`config.mk`:
```
export PLATFORM = sky130hd
export DESIGN_NAME = chf_pll_reconfig
export DESIGN_NICKNAME = d
export VERILOG_FILES = /design/src/rtl/chf_pll_pkg.sv /design/src/rtl/chf_pll_reconfig_sync2.sv /design/src/rtl/chf_pll_reconfig.sv
export SDC_FILE = /design/constraint.sdc
export NUM_CORES = 1
export LEC_CHECK = 0
export BUFFER_PORTS_ARGS = -buffer_cell sky130_fd_sc_hd__buf_2
export CAP_MARGIN = 20
export CORE_ASPECT_RATIO = 0.7
export CORE_MARGIN = 2
export CORE_UTILIZATION = 25
export DETAILED_ROUTE_END_ITERATION = 10
export PLACE_DENSITY = 0.51
export SKIP_CTS_REPAIR_TIMING = 1
export SYNTH_ARGS = -nofsm -noshare
export SYNTH_HDL_FRONTEND = slang
export SYNTH_SLANG_ARGS = --single-unit
```
`constraint.sdc`:
```
create_clock -name clk -period 1.6 [get_ports clk]
set_input_delay 0.08 -clock clk [delete_from_list [all_inputs] [get_ports clk]]
set_output_delay 0.08 -clock clk [all_outputs]
set_load 0.05 [all_outputs]
```
`src/rtl/chf_pll_pkg.sv`:
```
// chf_pll_pkg
// Shared definitions for the PLL reconfiguration sequencer:
//   - state_t : sequencer states (LOCKWAIT exists only when
//               CHF_PLL_LOCK_WAIT_EN is defined)
//   - ADDR_*  : register addresses of the PLL reconfiguration port
//   - is_write_state() : true for states that drive a write on the port
package chf_pll_pkg;

`ifdef CHF_PLL_LOCK_WAIT_EN
  typedef enum logic [2:0] {
    ST_IDLE,
    ST_MODE,
    ST_NCNT,
    ST_MCNT,
    ST_C0,
    ST_MFRAC,
    ST_START,
    ST_LOCKWAIT
  } state_t;
`else
  typedef enum logic [2:0] {
    ST_IDLE,
    ST_MODE,
    ST_NCNT,
    ST_MCNT,
    ST_C0,
    ST_MFRAC,
    ST_START
  } state_t;
`endif

  localparam logic [5:0] ADDR_MODE  = 6'd0;
  localparam logic [5:0] ADDR_START = 6'd2;
  localparam logic [5:0] ADDR_N     = 6'd3;
  localparam logic [5:0] ADDR_M     = 6'd4;
  localparam logic [5:0] ADDR_C0    = 6'd5;
  localparam logic [5:0] ADDR_MFRAC = 6'd7;

  function automatic logic is_write_state(state_t s);
    logic w;
    w = 1'b0;
    case (s)
      ST_MODE, ST_NCNT, ST_MCNT, ST_C0, ST_MFRAC, ST_START: w = 1'b1;
      default: w = 1'b0;
    endcase
    return w;
  endfunction

endpackage

```
`src/rtl/chf_pll_reconfig_sync2.sv`:
```
// chf_sync2
// Two-flop synchronizer for a single asynchronous level signal.
// Ports:
//   clk     in  : destination clock
//   reset_n in  : asynchronous active-low reset (output resets to 0)
//   d       in  : asynchronous input
//   q       out : synchronized output
module chf_sync2 (
  input  logic clk,
  input  logic reset_n,
  input  logic d,
  output logic q
);

  logic meta;

  always_ff @(posedge clk or negedge reset_n) begin
    if (!reset_n) begin
      meta <= 1'b0;
      q    <= 1'b0;
    end else begin
      meta <= d;
      q    <= meta;
    end
  end

endmodule

```
`src/rtl/chf_pll_reconfig.sv`:
```
// chf_pll_reconfig
// Reprograms the system PLL through its Avalon-MM reconfiguration port
// whenever the NTSC/PAL standard changes, and holds the console core in
// reset while the clock is changed. Runs on the 50 MHz reference clock.
//
// Ports:
//   clk              in  : 50 MHz reference clock
//   reset_n          in  : asynchronous active-low reset
//   pal              in  : video standard (1 = PAL), asynchronous
//   pll_locked       in  : PLL lock, asynchronous (used only with the macro)
//   mgmt_waitrequest in  : reconfiguration port stall
//   mgmt_write       out : write strobe
//   mgmt_address     out : register address (6 bits)
//   mgmt_writedata   out : register data (32 bits)
//   tv_reset         out : active-high reset to the console core
//   busy             out : sequence in progress
//
// Optional feature macro: CHF_PLL_LOCK_WAIT_EN
//   When defined, after START is accepted the sequencer waits in LOCKWAIT
//   for the PLL to lose and regain lock (16 stable cycles) or for
//   LOCK_TIMEOUT cycles before releasing tv_reset.
module chf_pll_reconfig
  import chf_pll_pkg::*;
#(
  parameter logic [31:0] N_CNT        = 32'h00010000,
  parameter logic [31:0] M_CNT        = 32'h00000404,
  parameter logic [31:0] C0_NTSC      = 32'h00000505,
  parameter logic [31:0] C0_PAL       = 32'h00020504,
  parameter logic [31:0] MFRAC_NTSC   = 32'h9745BF27,
  parameter logic [31:0] MFRAC_PAL    = 32'hA3D709E8,
  parameter int unsigned LOCK_TIMEOUT = 1_048_575
) (
  input  logic        clk,
  input  logic        reset_n,
  input  logic        pal,
  input  logic        pll_locked,
  input  logic        mgmt_waitrequest,
  output logic        mgmt_write,
  output logic [5:0]  mgmt_address,
  output logic [31:0] mgmt_writedata,
  output logic        tv_reset,
  output logic        busy
);

  state_t state_reg, state_next;
  logic   pal_s, pal_d, lock_s;
  logic   std_reg;           // standard used by the current sequence
  logic   pending_reg, pending_next;
  logic   change, accept, restart;
  logic   lock_done, lock_timeout;
  logic [5:0]  addr_next;
  logic [31:0] data_next;

  chf_sync2 u_sync_pal (
    .clk     (clk),
    .reset_n (reset_n),
    .d       (pal),
    .q       (pal_s)
  );

  chf_sync2 u_sync_lock (
    .clk     (clk),
    .reset_n (reset_n),
    .d       (pll_locked),
    .q       (lock_s)
  );

  assign change  = pal_s ^ pal_d;
  assign accept  = mgmt_write & ~mgmt_waitrequest;
  // A request seen now or earlier in the sequence abandons the remaining
  // writes once the current one is accepted.
  assign restart = pending_reg | change;

`ifdef CHF_PLL_LOCK_WAIT_EN
  logic        seen_low_reg;
  logic [3:0]  hi_cnt_reg;
  logic [31:0] timer_reg;

  // Lock qualification: lock must first be observed low (PLL actually
  // re-locking) and then stay high for 16 consecutive cycles.
  always_ff @(posedge clk or negedge reset_n) begin
    if (!reset_n) begin
      seen_low_reg <= 1'b0;
      hi_cnt_reg   <= 4'd0;
      timer_reg    <= 32'd0;
    end else if (state_reg != ST_LOCKWAIT) begin
      seen_low_reg <= 1'b0;
      hi_cnt_reg   <= 4'd0;
      timer_reg    <= 32'd0;
    end else begin
      timer_reg <= timer_reg + 32'd1;
      if (!lock_s) begin
        seen_low_reg <= 1'b1;
        hi_cnt_reg   <= 4'd0;
      end else if (seen_low_reg && hi_cnt_reg != 4'd15) begin
        hi_cnt_reg <= hi_cnt_reg + 4'd1;
      end
    end
  end

  assign lock_done    = seen_low_reg & lock_s & (hi_cnt_reg == 4'd15);
  assign lock_timeout = (timer_reg == LOCK_TIMEOUT - 32'd1);
`else
  logic unused_lock;
  assign unused_lock  = &{1'b0, lock_s, LOCK_TIMEOUT[0]};
  assign lock_done    = 1'b0;
  assign lock_timeout = 1'b0;
`endif

  // Next-state logic
  always_comb begin
    state_next = state_reg;
    case (state_reg)
      ST_IDLE:  if (change) state_next = ST_MODE;
      ST_MODE:  if (accept) state_next = restart ? ST_MODE : ST_NCNT;
      ST_NCNT:  if (accept) state_next = restart ? ST_MODE : ST_MCNT;
      ST_MCNT:  if (accept) state_next = restart ? ST_MODE : ST_C0;
      ST_C0:    if (accept) state_next = restart ? ST_MODE : ST_MFRAC;
      ST_MFRAC: if (accept) state_next = restart ? ST_MODE : ST_START;
`ifdef CHF_PLL_LOCK_WAIT_EN
      ST_START: if (accept) state_next = restart ? ST_MODE : ST_LOCKWAIT;
      ST_LOCKWAIT: begin
        if (restart)
          state_next = ST_MODE;
        else if (lock_done || lock_timeout)
          state_next = ST_IDLE;
      end
`else
      ST_START: if (accept) state_next = restart ? ST_MODE : ST_IDLE;
`endif
      default:  state_next = ST_IDLE;
    endcase
  end

  // Pending request: cleared whenever the next cycle is MODE (the standard
  // is re-latched there), otherwise accumulates requests seen mid-sequence.
  always_comb begin
    pending_next = pending_reg;
    if (state_next == ST_MODE)
      pending_next = 1'b0;
    else if (change && state_reg != ST_IDLE)
      pending_next = 1'b1;
  end

  // Write address/data for the state being entered; outputs are registered
  // so they line up with state_reg.
  always_comb begin
    addr_next = 6'd0;
    data_next = 32'd0;
    case (state_next)
      ST_MODE:  begin addr_next = ADDR_MODE;  data_next = 32'd0; end
      ST_NCNT:  begin addr_next = ADDR_N;     data_next = N_CNT; end
      ST_MCNT:  begin addr_next = ADDR_M;     data_next = M_CNT; end
      ST_C0:    begin addr_next = ADDR_C0;    data_next = std_reg ? C0_PAL : C0_NTSC; end
      ST_MFRAC: begin addr_next = ADDR_MFRAC; data_next = std_reg ? MFRAC_PAL : MFRAC_NTSC; end
      ST_START: begin addr_next = ADDR_START; data_next = 32'd0; end
      default:  begin addr_next = 6'd0;       data_next = 32'd0; end
    endcase
  end

  always_ff @(posedge clk or negedge reset_n) begin
    if (!reset_n) begin
      state_reg      <= ST_MODE;
      pal_d          <= 1'b0;
      std_reg        <= 1'b0;
      pending_reg    <= 1'b0;
      mgmt_write     <= 1'b0;
      mgmt_address   <= 6'd0;
      mgmt_writedata <= 32'd0;
      tv_reset       <= 1'b1;
      busy           <= 1'b1;
    end else begin
      state_reg      <= state_next;
      pal_d          <= pal_s;
      pending_reg    <= pending_next;
      if (state_next == ST_MODE)
        std_reg <= pal_s;
      mgmt_write     <= is_write_state(state_next);
      mgmt_address   <= addr_next;
      mgmt_writedata <= data_next;
      tv_reset       <= (state_next != ST_IDLE);
      busy           <= (state_next != ST_IDLE);
    end
  end

endmodule

```
## Yosys cells after proc, flatten, opt, wreduce, memory -nomap -nowiden

Cells that the tools add are included.

| operators by class | value |
|---|---|
| reductions and logical operators | 6 |
| muxes and demuxes | 21 |
| bitwise operators | 4 |
| eq/ne operators | 12 |

Operator list:

| cell | number |
|---|---|
| $pmux 32 s4 | 1 |
| $mux 3 | 10 |
| $mux 30 | 1 |
| $pmux 3 s7 | 1 |
| $eq 3x3->1 const B | 6 |
| $mux 18 | 1 |
| $pmux 3 s5 | 1 |
| $eq 3x2->1 const B | 4 |
| $eq 3x1->1 const B | 2 |
| $reduce_bool 3->1 | 2 |
| $reduce_or 6->1 | 1 |
| $mux 1 | 4 |
| $mux 2 | 2 |
| $logic_not 3->1 | 1 |
| $reduce_bool 2->1 | 1 |
| $and 1x1->1 | 1 |
| $logic_and 1x1->1 | 1 |
| $not 1->1 | 1 |
| $or 1x1->1 | 1 |
| $xor 1x1->1 | 1 |

| storage, ports and cells | value |
|---|---|
| bits in registers | 48 |
| word-level logic and storage cells | 53 |
| output and inout port bits | 41 |
| input port bits | 5 |

## Logic depth before layout (Yosys ltp)

| depth | value |
|---|---|
| word-level depth | 8 |
| gate-level depth with buffers | 5 |
| mapped depth without buffers | 4 |

## Modules after synthesis

Synthesis repeated with hierarchy kept, for this count alone.

| unflattened totals | value |
|---|---|
| cell total of the unflattened synthesis | 127 |
| area total of the unflattened synthesis | 1206.2 µm² |

Modules (own cells, without submodules):

| module | times used | area an instance (µm²) | sequential area each (µm²) | cells each |
|---|---|---|---|---|
| chf_pll_reconfig | 1 | 1156.1 | 478.0 | 125 |
| chf_sync2 | 1 | 50.0 | 50.0 | 2 |

## Worst setup path before layout

Ideal clock, no wire load.

| path | value |
|---|---|
| kind | register to register |
| start | reg mgmt_write |
| end | reg std_reg |
| period minus slack after synthesis | 1.715 ns |
| path buffers | 0 |
| stages on the path, launching flop included | 5 |
| slack | -0.115 ns |
| arrival | 1.588 ns |
| data required time | 1.472 ns |
| setup time | 0.128 ns |
| path through | dfrtp_1 -> or3b_4 -> a21oi_2 -> a211oi_2 -> mux2_1 |

| between the ends | value |
|---|---|
| word-level cells in the longest chain between the ends | 4 |
| elaborated cells between the ends (all ways) | 9 |
| classes of those cells | eq/ne (1); mux (7); bitwise (1) |

Ends and longest elaborated chain:

| item | line | source |
|---|---|---|
| start, declared | chf_pll_reconfig.sv:38 | `output logic mgmt_write,` |
| start signal, assigned | chf_pll_reconfig.sv:178 | `mgmt_write <= is_write_state(state_next);` |
| $and 1x1->1 * | chf_pll_reconfig.sv:69 | `assign accept = mgmt_write & ~mgmt_waitrequest;` |
| $mux 3, or another cell as far along | chf_pll_reconfig.sv:129 | `ST_START: if (accept) state_next = restart ? ST_MODE : ST_IDLE;` |
| $pmux 3 s7 * | chf_pll_reconfig.sv:113 | `case (state_reg)` |
| $eq 3x1->1 * | chf_pll_reconfig.sv:176 | `if (state_next == ST_MODE)` |
| end signal, assigned | chf_pll_reconfig.sv:177 | `std_reg <= pal_s;` |
| end, declared | chf_pll_reconfig.sv:47 | `logic std_reg;` |

Every way passes the cells marked *; elsewhere a longest branch is shown, timed or not.
A chain may end at the register's enable or synchronous reset.

## Worst setup path after layout

| path | value |
|---|---|
| start | reg u_sync_pal.q |
| end | reg mgmt_address[1] |

| between the ends | value |
|---|---|
| word-level cells in the longest chain between the ends | 7 |
| elaborated cells between the ends (all ways) | 22 |
| classes of those cells | eq/ne (5); mux (15); bitwise (2) |

Ends and longest elaborated chain:

| item | line | source |
|---|---|---|
| start, declared | chf_pll_reconfig_sync2.sv:12 | `output logic q` |
| start signal, assigned | chf_pll_reconfig_sync2.sv:23 | `q <= meta;` |
| $xor 1x1->1 * | chf_pll_reconfig.sv:68 | `assign change = pal_s ^ pal_d;` |
| $or 1x1->1 | chf_pll_reconfig.sv:72 | `assign restart = pending_reg \| change;` |
| $mux 1, or another cell as far along | chf_pll_reconfig.sv:129 |  |
| $mux 3, or another cell as far along | chf_pll_reconfig.sv:129 |  |
| $pmux 3 s7 * | chf_pll_reconfig.sv:113 |  |
| $eq 3x3->1 / $eq 3x2->1 (equally long branches) | chf_pll_reconfig.sv:150 | `case (state_next)` |
| $pmux 3 s5 * | chf_pll_reconfig.sv:150 |  |
| named net addr_next[1] | chf_pll_reconfig.sv:51 | `logic [5:0] addr_next;` |
| end signal, assigned | chf_pll_reconfig.sv:179 | `mgmt_address <= addr_next;` |
| end, declared | chf_pll_reconfig.sv:39 | `output logic [5:0] mgmt_address,` |

The timed path passes the listed nets; every way through them passes the cells marked *.

==> run_summary.xml <==
<?xml version="1.0" encoding="UTF-8"?>
<metrics>
  <group name="outcome">
    <metric name="outcome" unit="">finished, violations left</metric>
    <metric name="violated_checks" unit="">design-rule violations</metric>
  </group>
  <group name="finish">
    <metric name="layout.cells.non_filler" unit="">195</metric>
    <metric name="utilization" unit="%">30.03</metric>
    <metric name="largest_register_ff_count" unit="">8</metric>
    <metric name="antenna_cells_inserted" unit="">0</metric>
    <metric name="final_common_cell" unit="">buf_2</metric>
    <metric name="final_cell_area" unit="um2">1330</metric>
    <metric name="nets" unit="">146</metric>
    <metric name="share_of_cells_above_drive_strength_1" unit="%">40.00</metric>
    <metric name="area_growth_syn_to_layout" unit="%">13.57</metric>
    <metric name="n_fill_cell" unit="">464</metric>
    <metric name="register_area" unit="um2">529.3</metric>
    <metric name="multi_input_comb_area" unit="um2">420.4</metric>
    <metric name="most_frequent_cells_in_the_layout" unit="">35 x buf_2, 18 x dfrtp_1, 10 x nor2_1</metric>
  </group>
  <group name="timing">
    <metric name="period_share" unit="%">93.02</metric>
    <metric name="timing.final.hold_violations" unit="">0</metric>
    <metric name="maxSlewViolCount" unit="">0</metric>
    <metric name="rsz_0062_raised_after_global_routing" unit="">false</metric>
    <metric name="period_minus_slack" unit="ns">1.488</metric>
    <metric name="aggregate_negative_setup_slack" unit="ns">0</metric>
    <metric name="count_of_endpoints_failing_setup_in_the_final_report" unit="">0</metric>
    <metric name="achievable-frequency" unit="MHz">671.9</metric>
    <metric name="fin_skew" unit="ns">0.001056</metric>
  </group>
  <group name="setup_path">
    <metric name="start_kind" unit="">flip-flop</metric>
    <metric name="cp_data_arrival_time" unit="ns">1.62</metric>
    <metric name="worst_setup_path_end_kind" unit="">flip-flop</metric>
    <metric name="timing_worst_setup_path_type" unit="">flip-flop to flip-flop</metric>
    <metric name="timing.critical_path.required" unit="ns">1.73</metric>
    <metric name="path_max_fanout" unit="">12</metric>
  </group>
  <group name="clock_tree">
    <metric name="htreeDepth" unit="">1</metric>
    <metric name="cts_made_buffers" unit="">3</metric>
    <metric name="clkSlewWorstSetupHoldPaths" unit="ns">0.07</metric>
    <metric name="buffer_levels_on_the_longest_clock_path" unit="">2</metric>
    <metric name="clk_latency" unit="ns">0.26</metric>
    <metric name="cts.sink_count" unit="">21</metric>
    <metric name="clock-root-buffer" unit="">clkbuf_8</metric>
    <metric name="cts_tree" unit="">done</metric>
  </group>
  <group name="synthesis">
    <metric name="share_of_synthesized_area_occupied_by_flip_flops_and_latches" unit="%">45.09</metric>
    <metric name="synthDistinctLibCells" unit="">36</metric>
    <metric name="synth.yosys.warnings" unit="">0</metric>
    <metric name="syn-cell-area" unit="um2">1171</metric>
    <metric name="postSynthAreaPerCell" unit="um2">9.925</metric>
    <metric name="yosys_most_used_dff" unit="">dfrtp_1</metric>
    <metric name="ys_async_sr_fraction" unit="%">100.0</metric>
    <metric name="synth_edf_count" unit="">0</metric>
    <metric name="synth_cells" unit="">118</metric>
    <metric name="ys_seq_elements" unit="">21</metric>
  </group>
  <group name="power">
    <metric name="leakage" unit="nW">0.6953</metric>
    <metric name="peakVddDrop" unit="uV">546.5</metric>
    <metric name="power_density" unit="nW/um2">2003</metric>
  </group>
  <group name="global_routing">
    <metric name="globalRouteTotalUtil" unit="%">8.907</metric>
    <metric name="number_of_global_route_vias_before_repair" unit="">742</metric>
    <metric name="grt_antenna_before_repair" unit="">0</metric>
    <metric name="grt_max_degree" unit="">22</metric>
    <metric name="wire_length_of_the_first_global_routing_pass" unit="um">3560</metric>
    <metric name="grt-ovfl-total" unit="">0</metric>
  </group>
  <group name="floorplan">
    <metric name="io-pin-count" unit="">46</metric>
    <metric name="die_area" unit="um2">5257</metric>
    <metric name="die_w" unit="um">85.81</metric>
    <metric name="die_h" unit="um">61.27</metric>
    <metric name="design.core.area" unit="um2">4429</metric>
    <metric name="num_rows" unit="">20</metric>
    <metric name="initial_core_util" unit="%">26.44</metric>
  </group>
  <group name="place">
    <metric name="detailed_place.area" unit="um2">1254</metric>
    <metric name="hpwl" unit="um">1657</metric>
    <metric name="replace_congestion" unit="">0.8133</metric>
    <metric name="port_buffers" unit="">35</metric>
    <metric name="post-place-cells" unit="">189</metric>
  </group>
  <group name="route">
    <metric name="vias_cell" unit="">4.354</metric>
    <metric name="num_vias" unit="">849</metric>
    <metric name="route.final.wire_length" unit="um">2183</metric>
    <metric name="routedWlPerCell" unit="um">11.19</metric>
    <metric name="detail_route.drc_violations" unit="">3</metric>
    <metric name="detailedRoute.firstIterationViolations" unit="">126</metric>
    <metric name="drt_first_pass_iters" unit="">7</metric>
    <metric name="detail-route-antenna-nets" unit="">0</metric>
  </group>
  <group name="min_path">
    <metric name="worstHoldPathType" unit="">input pin to asynchronous set/reset pin</metric>
  </group>
  <group name="run">
    <metric name="cap_violations" unit="">0</metric>
  </group>
</metrics>
[final timing paths]
kind,slack (ns),start,depth (start not counted),to
hold / removal,0.29,reset_n,2,u_sync_pal.meta
min in group clk,0.33,mgmt_waitrequest,3,pending_reg
hold reg to reg,0.35,u_sync_pal.meta,0,u_sync_pal.q
setup / recovery,0.11,u_sync_pal.q,5,mgmt_address[1]
setup reg to reg,0.11,u_sync_pal.q,5,mgmt_address[1]
max in group asynchronous,0.98,reset_n,2,busy
[kinds of logic after synthesis]
family | after synthesis | synth area share [%]
xor+xnor | 1 | 0.7480
flops | 21 | 45.09
compound gates | 26 | 17.31
mux | 2 | 1.816
simple gates | 27 | 12.18
other cells | 1 | 0.3202
buf+inv | 40 | 22.54
[per-stage QoR]
step | setup WS (ns) | hold slack [ns] | power (mW)
detailed placement | 0.07613 | 0.04912 | 2.315
CTS | 0.04629 | -0.2338 | 2.666
floorplan | 0.02862 | -0.2156 | 2.076
global route | 0.01142 | 0.3307 | 2.828
finish | 0.1118 | 0.2916 | 2.664
global placement | 0.07278 | 0.04604 | 2.302
[critical path: stages (launching register included)]
cell and delay, ns:
dfrtp_1 0.40, xor2_1 0.13, buf_4 0.22, nor3_4 0.07, a211oi_1 0.40, mux2i_1 0.12
[area by class of cell]
type	instances	share of cell area, %
flip-flops and latches	21	39.79
multi-input cells	65	31.61
repair buffers	43	18.06
well taps	55	5.174
clock buffers	4	3.387
inverters	7	1.976
[layer usage]
layer | routed length, um | part of all wire (%) | GRT usage (%)
met5 | 0 | 0 | 0
met4 | 45 | 2.1 | 4.082
met3 | 185 | 8.5 | 2.547
met2 | 953 | 44 | 14.06
met1 | 997 | 46 | 11.58
[cells in the mapped netlist, types with 2 or more instances]
cell type,n,share of area [%]
buf_4,29,19
dfrtp_1,19,41
nor2_1,10,3.2
inv_1,6,1.9
nand2_1,6,1.9
a21oi_1,4,1.7
buf_2,4,1.7
o21ai_0,4,1.7
nand2b_1,3,1.6
o21ai_1,3,1.3
a211oi_2,2,2.1
dfstp_2,2,4.5
o211ai_1,2,1.3
o41a_1,2,1.9
[power breakdown]
part | leakage [nW] | internal (mW) | total [mW] | switching [mW]
sequential | 0.266 | 0.699 | 0.783 | 0.0846
combinational | 0.406 | 0.401 | 1.54 | 1.14
clock | 0.0228 | 0.177 | 0.337 | 0.160
Note: power is estimated with default switching activity, not from simulation.
